**src/rtl/fpu_div_pkg.sv**
```systemverilog
// Shared constants and state encoding for the divide-pipe fraction iterator.
package fpu_div_pkg;

    localparam int FW   = 53;
    localparam int QW   = 56;
    localparam int NQ_D = 55;
    localparam int NQ_S = 26;
    localparam int CW   = 6;

    localparam logic [CW-1:0] CNT_D = CW'(NQ_D - 1);
    localparam logic [CW-1:0] CNT_S = CW'(NQ_S - 1);

    // Single-precision fractions occupy the top 24 bits of the 53-bit field.
    localparam logic [FW-1:0] SNG_MASK = {{24{1'b1}}, {(FW-24){1'b0}}};

    typedef enum logic [1:0] {
        ST_IDLE = 2'd0,
        ST_ITER = 2'd1,
        ST_DONE = 2'd2
    } div_state_e;

endpackage

```
**src/rtl/fpu_div_frac_step.sv**
```systemverilog
// One restoring-division step: compare/subtract the divisor, then shift the
// partial remainder left by one.
module fpu_div_frac_step
    import fpu_div_pkg::*;
(
    input  logic [FW:0]   rem,
    input  logic [FW-1:0] dvsr,
    output logic [FW:0]   rem_nxt,
    output logic          qbit
);

    logic [FW+1:0] diff;
    logic          ge;
    logic [FW:0]   part;

    assign diff    = {1'b0, rem} - {2'b00, dvsr};
    assign ge      = ~diff[FW+1];
    assign part    = ge ? diff[FW:0] : rem;
    assign rem_nxt = {part[FW-1:0], 1'b0};
    assign qbit    = ge;

    // rem < 2*dvsr on entry keeps the restored remainder below 2^53, so the shift loses nothing.
    always_comb begin
        assert (part[FW] == 1'b0);
    end

endmodule

```
**src/rtl/fpu_div_frac_iter.sv**
```systemverilog
// Iterative radix-2 restoring fraction divider (in1/in2), one quotient bit per enabled cycle.
// Optional feature: FPU_DIV_EARLY_TERM_EN ends iteration as soon as the remainder reaches zero.
module fpu_div_frac_iter
    import fpu_div_pkg::*;
(
    input  logic          rclk,
    input  logic          arst_l,
    input  logic          div_step,
    input  logic          div_start,
    input  logic          div_kill,
    input  logic          div_dblop,
    input  logic [FW-1:0] div_frac_in1,
    input  logic [FW-1:0] div_frac_in2,
    output logic          div_busy,
    output logic          div_done,
    output logic [QW-1:0] div_frac_out
);

    div_state_e      state_q;
    logic [FW:0]     rem_q;
    logic [FW-1:0]   dvsr_q;
    logic [CW-1:0]   cnt_q;
    logic [NQ_D-1:0] q_q;
    logic [NQ_D-1:0] qmask_q;
    logic            done_q;
    logic [QW-1:0]   out_q;

    logic [FW:0]     step_rem;
    logic            step_qbit;
    logic            iter_last;
    logic [FW-1:0]   in_mask;
    logic [FW:0]     rem_d;
    logic [FW-1:0]   dvsr_d;
    logic [CW-1:0]   cnt_d;

    fpu_div_frac_step u_step (
        .rem     (rem_q),
        .dvsr    (dvsr_q),
        .rem_nxt (step_rem),
        .qbit    (step_qbit)
    );

`ifdef FPU_DIV_EARLY_TERM_EN
    assign iter_last = (cnt_q == '0) || (step_rem == '0);
`else
    assign iter_last = (cnt_q == '0);
`endif

    assign in_mask = div_dblop ? {FW{1'b1}} : SNG_MASK;
    assign rem_d   = {1'b0, div_frac_in1 & in_mask};
    assign dvsr_d  = div_frac_in2 & in_mask;
    assign cnt_d   = div_dblop ? CNT_D : CNT_S;

    // The quotient is built MSB-first through a walking one-hot mask, so it is
    // already MSB-aligned with unfilled low bits zero whenever iteration stops.
    always_ff @(posedge rclk or negedge arst_l) begin
        if (!arst_l) begin
            state_q <= ST_IDLE;
            rem_q   <= '0;
            dvsr_q  <= '0;
            cnt_q   <= '0;
            q_q     <= '0;
            qmask_q <= '0;
            done_q  <= 1'b0;
            out_q   <= '0;
        end else if (div_kill && (state_q != ST_IDLE)) begin
            state_q <= ST_IDLE;
            done_q  <= 1'b0;
        end else if (div_step) begin
            done_q <= 1'b0;
            case (state_q)
                ST_IDLE: begin
                    if (div_start) begin
                        rem_q   <= rem_d;
                        dvsr_q  <= dvsr_d;
                        cnt_q   <= cnt_d;
                        q_q     <= '0;
                        qmask_q <= {1'b1, {(NQ_D-1){1'b0}}};
                        state_q <= ST_ITER;
                    end
                end
                ST_ITER: begin
                    rem_q   <= step_rem;
                    q_q     <= step_qbit ? (q_q | qmask_q) : q_q;
                    qmask_q <= qmask_q >> 1;
                    if (iter_last) begin
                        state_q <= ST_DONE;
                    end else begin
                        cnt_q <= cnt_q - CW'(1);
                    end
                end
                ST_DONE: begin
                    done_q  <= 1'b1;
                    out_q   <= {q_q, |rem_q};
                    state_q <= ST_IDLE;
                end
                default: begin
                    state_q <= ST_IDLE;
                end
            endcase
        end
    end

    assign div_busy     = (state_q != ST_IDLE);
    assign div_done     = done_q;
    assign div_frac_out = out_q;

endmodule

```
**config.mk**
```make
export PLATFORM = sky130hd
export DESIGN_NAME = fpu_div_frac_iter
export DESIGN_NICKNAME = d
export VERILOG_FILES = /design/src/rtl/fpu_div_pkg.sv /design/src/rtl/fpu_div_frac_step.sv /design/src/rtl/fpu_div_frac_iter.sv
export SDC_FILE = /design/constraint.sdc
export NUM_CORES = 1
export LEC_CHECK = 0
export CORE_ASPECT_RATIO = 1.25
export CORE_UTILIZATION = 51
export CTS_CLUSTER_SIZE = 25
export DETAILED_ROUTE_END_ITERATION = 6
export HOLD_SLACK_MARGIN = 0.02
export PLACE_DENSITY = 0.8
export REMOVE_ABC_BUFFERS = 1
export SLEW_MARGIN = 20
export SYNTH_ARGS = -nofsm -noshare
export SYNTH_HDL_FRONTEND = slang
export SYNTH_SLANG_ARGS = --single-unit
```
**constraint.sdc**
```tcl
create_clock -name rclk -period 4.04 [get_ports rclk]
set_input_delay 0.808 -clock rclk [delete_from_list [all_inputs] [get_ports rclk]]
set_output_delay 0.808 -clock rclk [all_outputs]
set_load 0.005 [all_outputs]
```
# After elaboration in Yosys (flattened, before gate mapping)
# Index checks and enable logic that the tools add are counted.
# totals
in_bits	112
mem_bits_ro	0
reg_bits	282
memories	0
elab_cells	55
mem_bits_rw	0
out_inout_bits	58
latchBits	0
# op_classes
magnitude_cmp	0
div	0
bitwise_logic	4
n_addsub	2
n_mux	21
eq_ne	7
reduce_logical	13
n_mul	0
shift	0
# ops
cell	n
55-bit one-hot mux with 2 select lines	2
55-bit two-way mux	3
54-bit one-hot mux with 2 select lines	1
53-bit bitwise AND	2
55-bit bitwise OR	1
54-bit by 53-bit subtractor with 55-bit output	1
54-bit two-way mux	1
54-bit OR reduction	1
53-bit two-way mux	1
29-bit two-way mux	1
6-bit two-way mux	3
6-bit one-hot mux with 2 select lines	1
5-bit AND reduction	2
2-bit two-way mux	4
4-bit AND reduction	2
6-bit logical NOT	1
2-bit != test (second input constant)	3
3-bit != test (second input constant)	2
3-bit AND reduction	2
2-bit nonzero test	3
6-bit by 1-bit subtractor with 6-bit output (second input constant)	1
2-bit one-hot mux with 2 select lines	1
1-bit two-way mux	3
2-bit by 1-bit == test with 1-bit output (second input constant)	1
4 further kinds	4

# Logic depth before layout (Yosys ltp)
# depth
depth_word	5
depth_mapped	15
mapped_depth_nobuf	13

# Modules after synthesis
# A second synthesis with hierarchy kept.
# unflattened
hier_cells	1755
hier_area_um2	15389.8
# modules_own_cells
module	cells_each	area_each_um2	instances	seq_area_each_um2
fpu_div_frac_iter	1147	11458.5	1	7056.8
fpu_div_frac_step	608	3931.3	1	0.0

# Worst setup path after synthesis
# Ideal clock, no wire load.
# synth_path
path_type	register -> register
from	reg rem_q[43]
to	reg rem_q[11]
required_ns	3.914
n_path_buf	1
setup_ns	0.126
slack_ns	1.189
stages_incl_launch_ff	11
t_arrival_ns	2.726
period_less_slack_ns	2.851
path_cell_list	dfrtp_1 ha_1 clkbuf_1 nand4_1 or4_4 nor3_2 o211ai_2 nand2_2 mux2_2 a221oi_1 nor2_1
# synth_between
elab_chain_cells	3
# synth_rtl
item	line	text
start: declaration	fpu_div_frac_iter.sv:20	logic [FW:0] rem_q;
start signal: assignment	fpu_div_frac_iter.sv:74	rem_q <= rem_d;
start signal: assignment	fpu_div_frac_iter.sv:83	rem_q <= step_rem;
54-bit by 53-bit subtractor with 55-bit output	fpu_div_frac_step.sv:16	assign diff = {1'b0, rem} - {2'b00, dvsr};
53-bit two-way mux	fpu_div_frac_step.sv:18	assign part = ge ? diff[FW:0] : rem;
54-bit one-hot mux with 2 select lines	fpu_div_frac_iter.sv:71	case (state_q)
# No other way between the ends.
# A chain may end at the register's enable or synchronous reset.

# Worst setup path after layout
# layout_path
from	reg rem_q[0]
to	reg rem_q[2]
# The elaborated chain is that of the path after synthesis.

==> results.py <==
metrics = {
    "placed_design": {
        "final_wtd_congestion": 0.985,
        "placed_cell_area_sq_um": 17300,
        "dpl.cell_count": 2150,
        "dp_worst_setup_slack_ns": 0.593,
        "portBuffers": 169,
        "post-dp-hpwl_microns": 28800,
    },
    "logic_synthesis": {
        "yosys.area_share.simple_pct": 16.9,
        "synthesis.area_per_instance_sq_um": 9.16,
        "synth_top_area_cell": "sky130_fd_sc_hd__dfrtp_1",
        "register_bit_total_from_synthesis": 282,
        "synth_enable_flop_cells": 0,
        "synth.area.top_cells": "sky130_fd_sc_hd__dfrtp_1 46%, sky130_fd_sc_hd__nand2_1 6.7%, sky130_fd_sc_hd__mux2_2 6.3%, sky130_fd_sc_hd__a21oi_1 4.6%, sky130_fd_sc_hd__ha_1 4.5%",
        "synthArstFlopShare_pct": 100,
        "synth_ff_type": "sky130_fd_sc_hd__dfrtp_1",
        "synth_xor_area_share_pct": 2.41,
        "syn_area_sq_um": 15300,
        "synth.yosys.seq_area_share_pct": 46.3,
        "yosys.area_share.adder_pct": 4.64,
        "synth_compound_area_share_pct": 18.2,
        "synth_top_family_by_area": "compound AO/OA/AOI/OAI gates",
        "synthesis.instances": 1665,
        "yosys.area.top_type_share_pct": 46.3,
        "unique_masters_post_synth": 67,
        "synth_warnings": 0,
        "synth.mux.area_fraction_pct": 6.88,
    },
    "floorplan": {
        "die_h_microns": 195,
        "floorplan.rows": 70,
        "initial_utilization_pct": 52.0,
        "die_width_microns": 157,
        "fp.dieArea_sq_um": 30600,
        "core_area_sq_um": 29300,
        "num_io_pins": 170,
    },
    "global_routing": {
        "grt_pass1_wl_microns": 65700,
        "grt_usage_pct": 26.9,
        "antenna_found_initial": 3,
        "grt_start_max_net_pins": 106,
        "grt_remaining_overflow": 0,
        "via_count_of_the_first_global_routing_pass": 12800,
    },
    "timing": {
        "drv_slew": 0,
        "grt_setup_unrepaired": "no",
        "fin_ws_ns": 0.556,
        "maxSlewHeadroom_pct": 26.9,
        "tns_ns": 0,
        "final.hold.worst_slack_ns": 0.281,
        "tightest_slew_ns": 1.10,
        "fmax_mhz": 287,
        "setup_viol_count_final": 0,
        "final_hold_viol_count": 0,
        "timing.clock.skew_ns": 0.0122,
        "final_min_period_over_clock_period_pct": 86.2,
        "post-route-min-period_ns": 3.48,
    },
    "worst_setup_path": {
        "cp.buffers_inverters": 2,
        "worst_ep_arrival_time_ns": 3.92,
        "cp_slowest_stage_delay_ns": 0.45,
        "critical_path_required_ns": 4.48,
        "reg2reg_slack_ns": 0.56,
        "slowest_stage": "sky130_fd_sc_hd__and2_4",
        "worst_path_dominant_cell_family": "compound AO/OA/AOI/OAI gates",
        "timing.critical_path.mode_cell": "sky130_fd_sc_hd__inv_1",
        "endpoint_kind": "register",
        "crit_path_max_fanout": 21,
        "cp_cell_sequence": "inv_1 > ha_1 > inv_1 > fa_1 > a21oi_1 > o211ai_1 > nand4_1 > a31oi_1 > o211ai_2 > and2_4 > mux2_2 > a221oi_1 > nor2_1",
        "cp-start-kind": "register",
        "timing.setup.critical_path_class": "register to register",
    },
    "cts": {
        "cts.repair_timing.setup_buffer_count": 0,
        "clk_pin_slew_worst_paths_ns": 0.06,
        "clkSinkCount": 282,
        "cts-root-to-sink-buffers": 3,
        "worstSkewPairLatency_ns": 0.56,
        "cts_resized": 0,
        "cts-buffers-inserted": 28,
        "h-tree-depth": 1,
        "clock_root_buffer": "sky130_fd_sc_hd__clkbuf_16",
        "ctsHoldBuffers": 0,
        "cts_tree": "yes",
    },
    "pwr": {
        "power.density_nw_per_um2": 780,
        "lkg_pwr_nw": 8.30,
        "peakVddDrop_uv": 462,
    },
    "detailed_routing": {
        "via_to_cell_ratio": 5.92,
        "routed-via-count": 13000,
        "route.detailed.drc": 0,
        "detailedRoute.firstPassIterationCount": 5,
        "detailedRoute.firstIterationViolations": 837,
        "postRouteWirelength_microns": 40600,
        "routedWlPerCell_microns": 18.4,
        "antenna_left": 0,
    },
    "final_layout": {
        "layout_common_cells": "282 x sky130_fd_sc_hd__dfrtp_1, 273 x sky130_fd_sc_hd__nand2_1, 168 x sky130_fd_sc_hd__clkdlybuf4s50_1",
        "filler_cell_count": 2424,
        "final_cell_count_without_fillers": 2203,
        "mostFrequentLayoutCell": "sky130_fd_sc_hd__dfrtp_1",
        "num-nets-final": 1952,
        "area_growth_pct": 19.7,
        "layout.cell_area.non_filler_sq_um": 18300,
        "drive_gt1_share_pct": 10.2,
    },
    "job": {
        "timing.max_cap.violations": 0,
    },
    "worst_hold_path": {
        "worstHoldPathType": "primary input to async pin",
    },
    "run_status": {
        "status": "finished, final reports clean",
    },
}
-- stage by stage --
stage,util [%],power [mW]
after floorplan,-,9.35
after global placement,59.1,11.4
after detailed placement,59.1,11.5
after CTS,62.2,14.2
after global routing,62.2,15.2
final,62.2,14.2
-- cell type report --
| class | instances | area (sq um) | area share (%) |
|---|---|---|---|
| inverters | 76 | 285 | 1.56 |
| well taps | 396 | 495 | 2.71 |
| clock inverters | 13 | 116 | 0.637 |
| clock buffers | 39 | 813 | 4.45 |
| repair buffers | 195 | 1970 | 10.8 |
| multi-input cells | 1201 | 7530 | 41.2 |
| flip-flops and latches | 282 | 7060 | 38.6 |
| diodes | 1 | 2.50 | 0.0137 |
-- cell usage after synthesis (5+ instances only) --
cell                        count
sky130_fd_sc_hd__nand2b_1       9
sky130_fd_sc_hd__xnor2_1       26
sky130_fd_sc_hd__nor2b_1       10
sky130_fd_sc_hd__a22o_1        55
sky130_fd_sc_hd__buf_1          9
sky130_fd_sc_hd__nand4_1       13
sky130_fd_sc_hd__inv_1         76
sky130_fd_sc_hd__a211oi_1       7
sky130_fd_sc_hd__a31oi_1       24
sky130_fd_sc_hd__a21oi_1      141
sky130_fd_sc_hd__mux2i_1        8
sky130_fd_sc_hd__o21a_1         7
sky130_fd_sc_hd__o2111ai_1      6
sky130_fd_sc_hd__a21o_1        14
sky130_fd_sc_hd__nor2_1       104
sky130_fd_sc_hd__clkbuf_1      81
sky130_fd_sc_hd__a211o_1        6
sky130_fd_sc_hd__ha_1          55
sky130_fd_sc_hd__o211ai_1      23
sky130_fd_sc_hd__dfrtp_1      282
sky130_fd_sc_hd__and2_1        10
sky130_fd_sc_hd__nand2_1      274
sky130_fd_sc_hd__a31o_2         8
sky130_fd_sc_hd__o21bai_1      12
sky130_fd_sc_hd__nand3_1       88
sky130_fd_sc_hd__and3_1        14
sky130_fd_sc_hd__nor4_1        14
sky130_fd_sc_hd__nor3_1        12
sky130_fd_sc_hd__o221ai_1       5
sky130_fd_sc_hd__mux2_2        86
sky130_fd_sc_hd__o31ai_1        5
sky130_fd_sc_hd__o21ai_0       90
sky130_fd_sc_hd__nor3b_1        5
sky130_fd_sc_hd__xor2_1        16
sky130_fd_sc_hd__a221oi_1       5
sky130_fd_sc_hd__buf_2         13
-- routing by layer --
metal  up-vias  routed length, microns  GRT usage (%)
li1       6123                       -              -
met1      6320                   16700           33.8
met2       465                   20000           46.1
met3       128                    2430           4.28
met4         6                    1540           10.7
met5         -                      43              0
-- cells by family (layout without fill, tap and decap cells) --
family | after synthesis | in the layout
other | 0 | 1
and+or+nand+nor | 577 | 577
DFF | 282 | 282
buffers and inverters | 182 | 323
muxes | 94 | 94
adders and majority gates | 56 | 56
xor gates and xnor gates | 42 | 42
AOI/OAI and AO/OA | 432 | 432
-- registers in the layout, summed over array words and instances (netlist names) --
name and count:
rem_q 54, q_q 55, qmask_q 55, cnt_q 6
div_frac_out 56, state_q 2, div_done 1, dvsr_q 53
-- path summary, 6_finish.rpt --
path,cells after the start,to,from
worst max-delay path,13,rem_q[2],rem_q[0]
worst min-delay path,1,div_frac_out[14],arst_l
worst max register to register,13,rem_q[2],rem_q[0]
worst min register to register,1,cnt_q[0],cnt_q[0]
max in group asynchronous,2,rem_q[16],arst_l
min in group rclk,1,cnt_q[0],cnt_q[0]
-- power by group --
group	internal [mW]	switching, mW
Sequential	3.36	0.534
Clock	1.48	1.14
Combinational	2.98	4.75
Total	7.82	6.43
(Power assumes the default switching activity.)
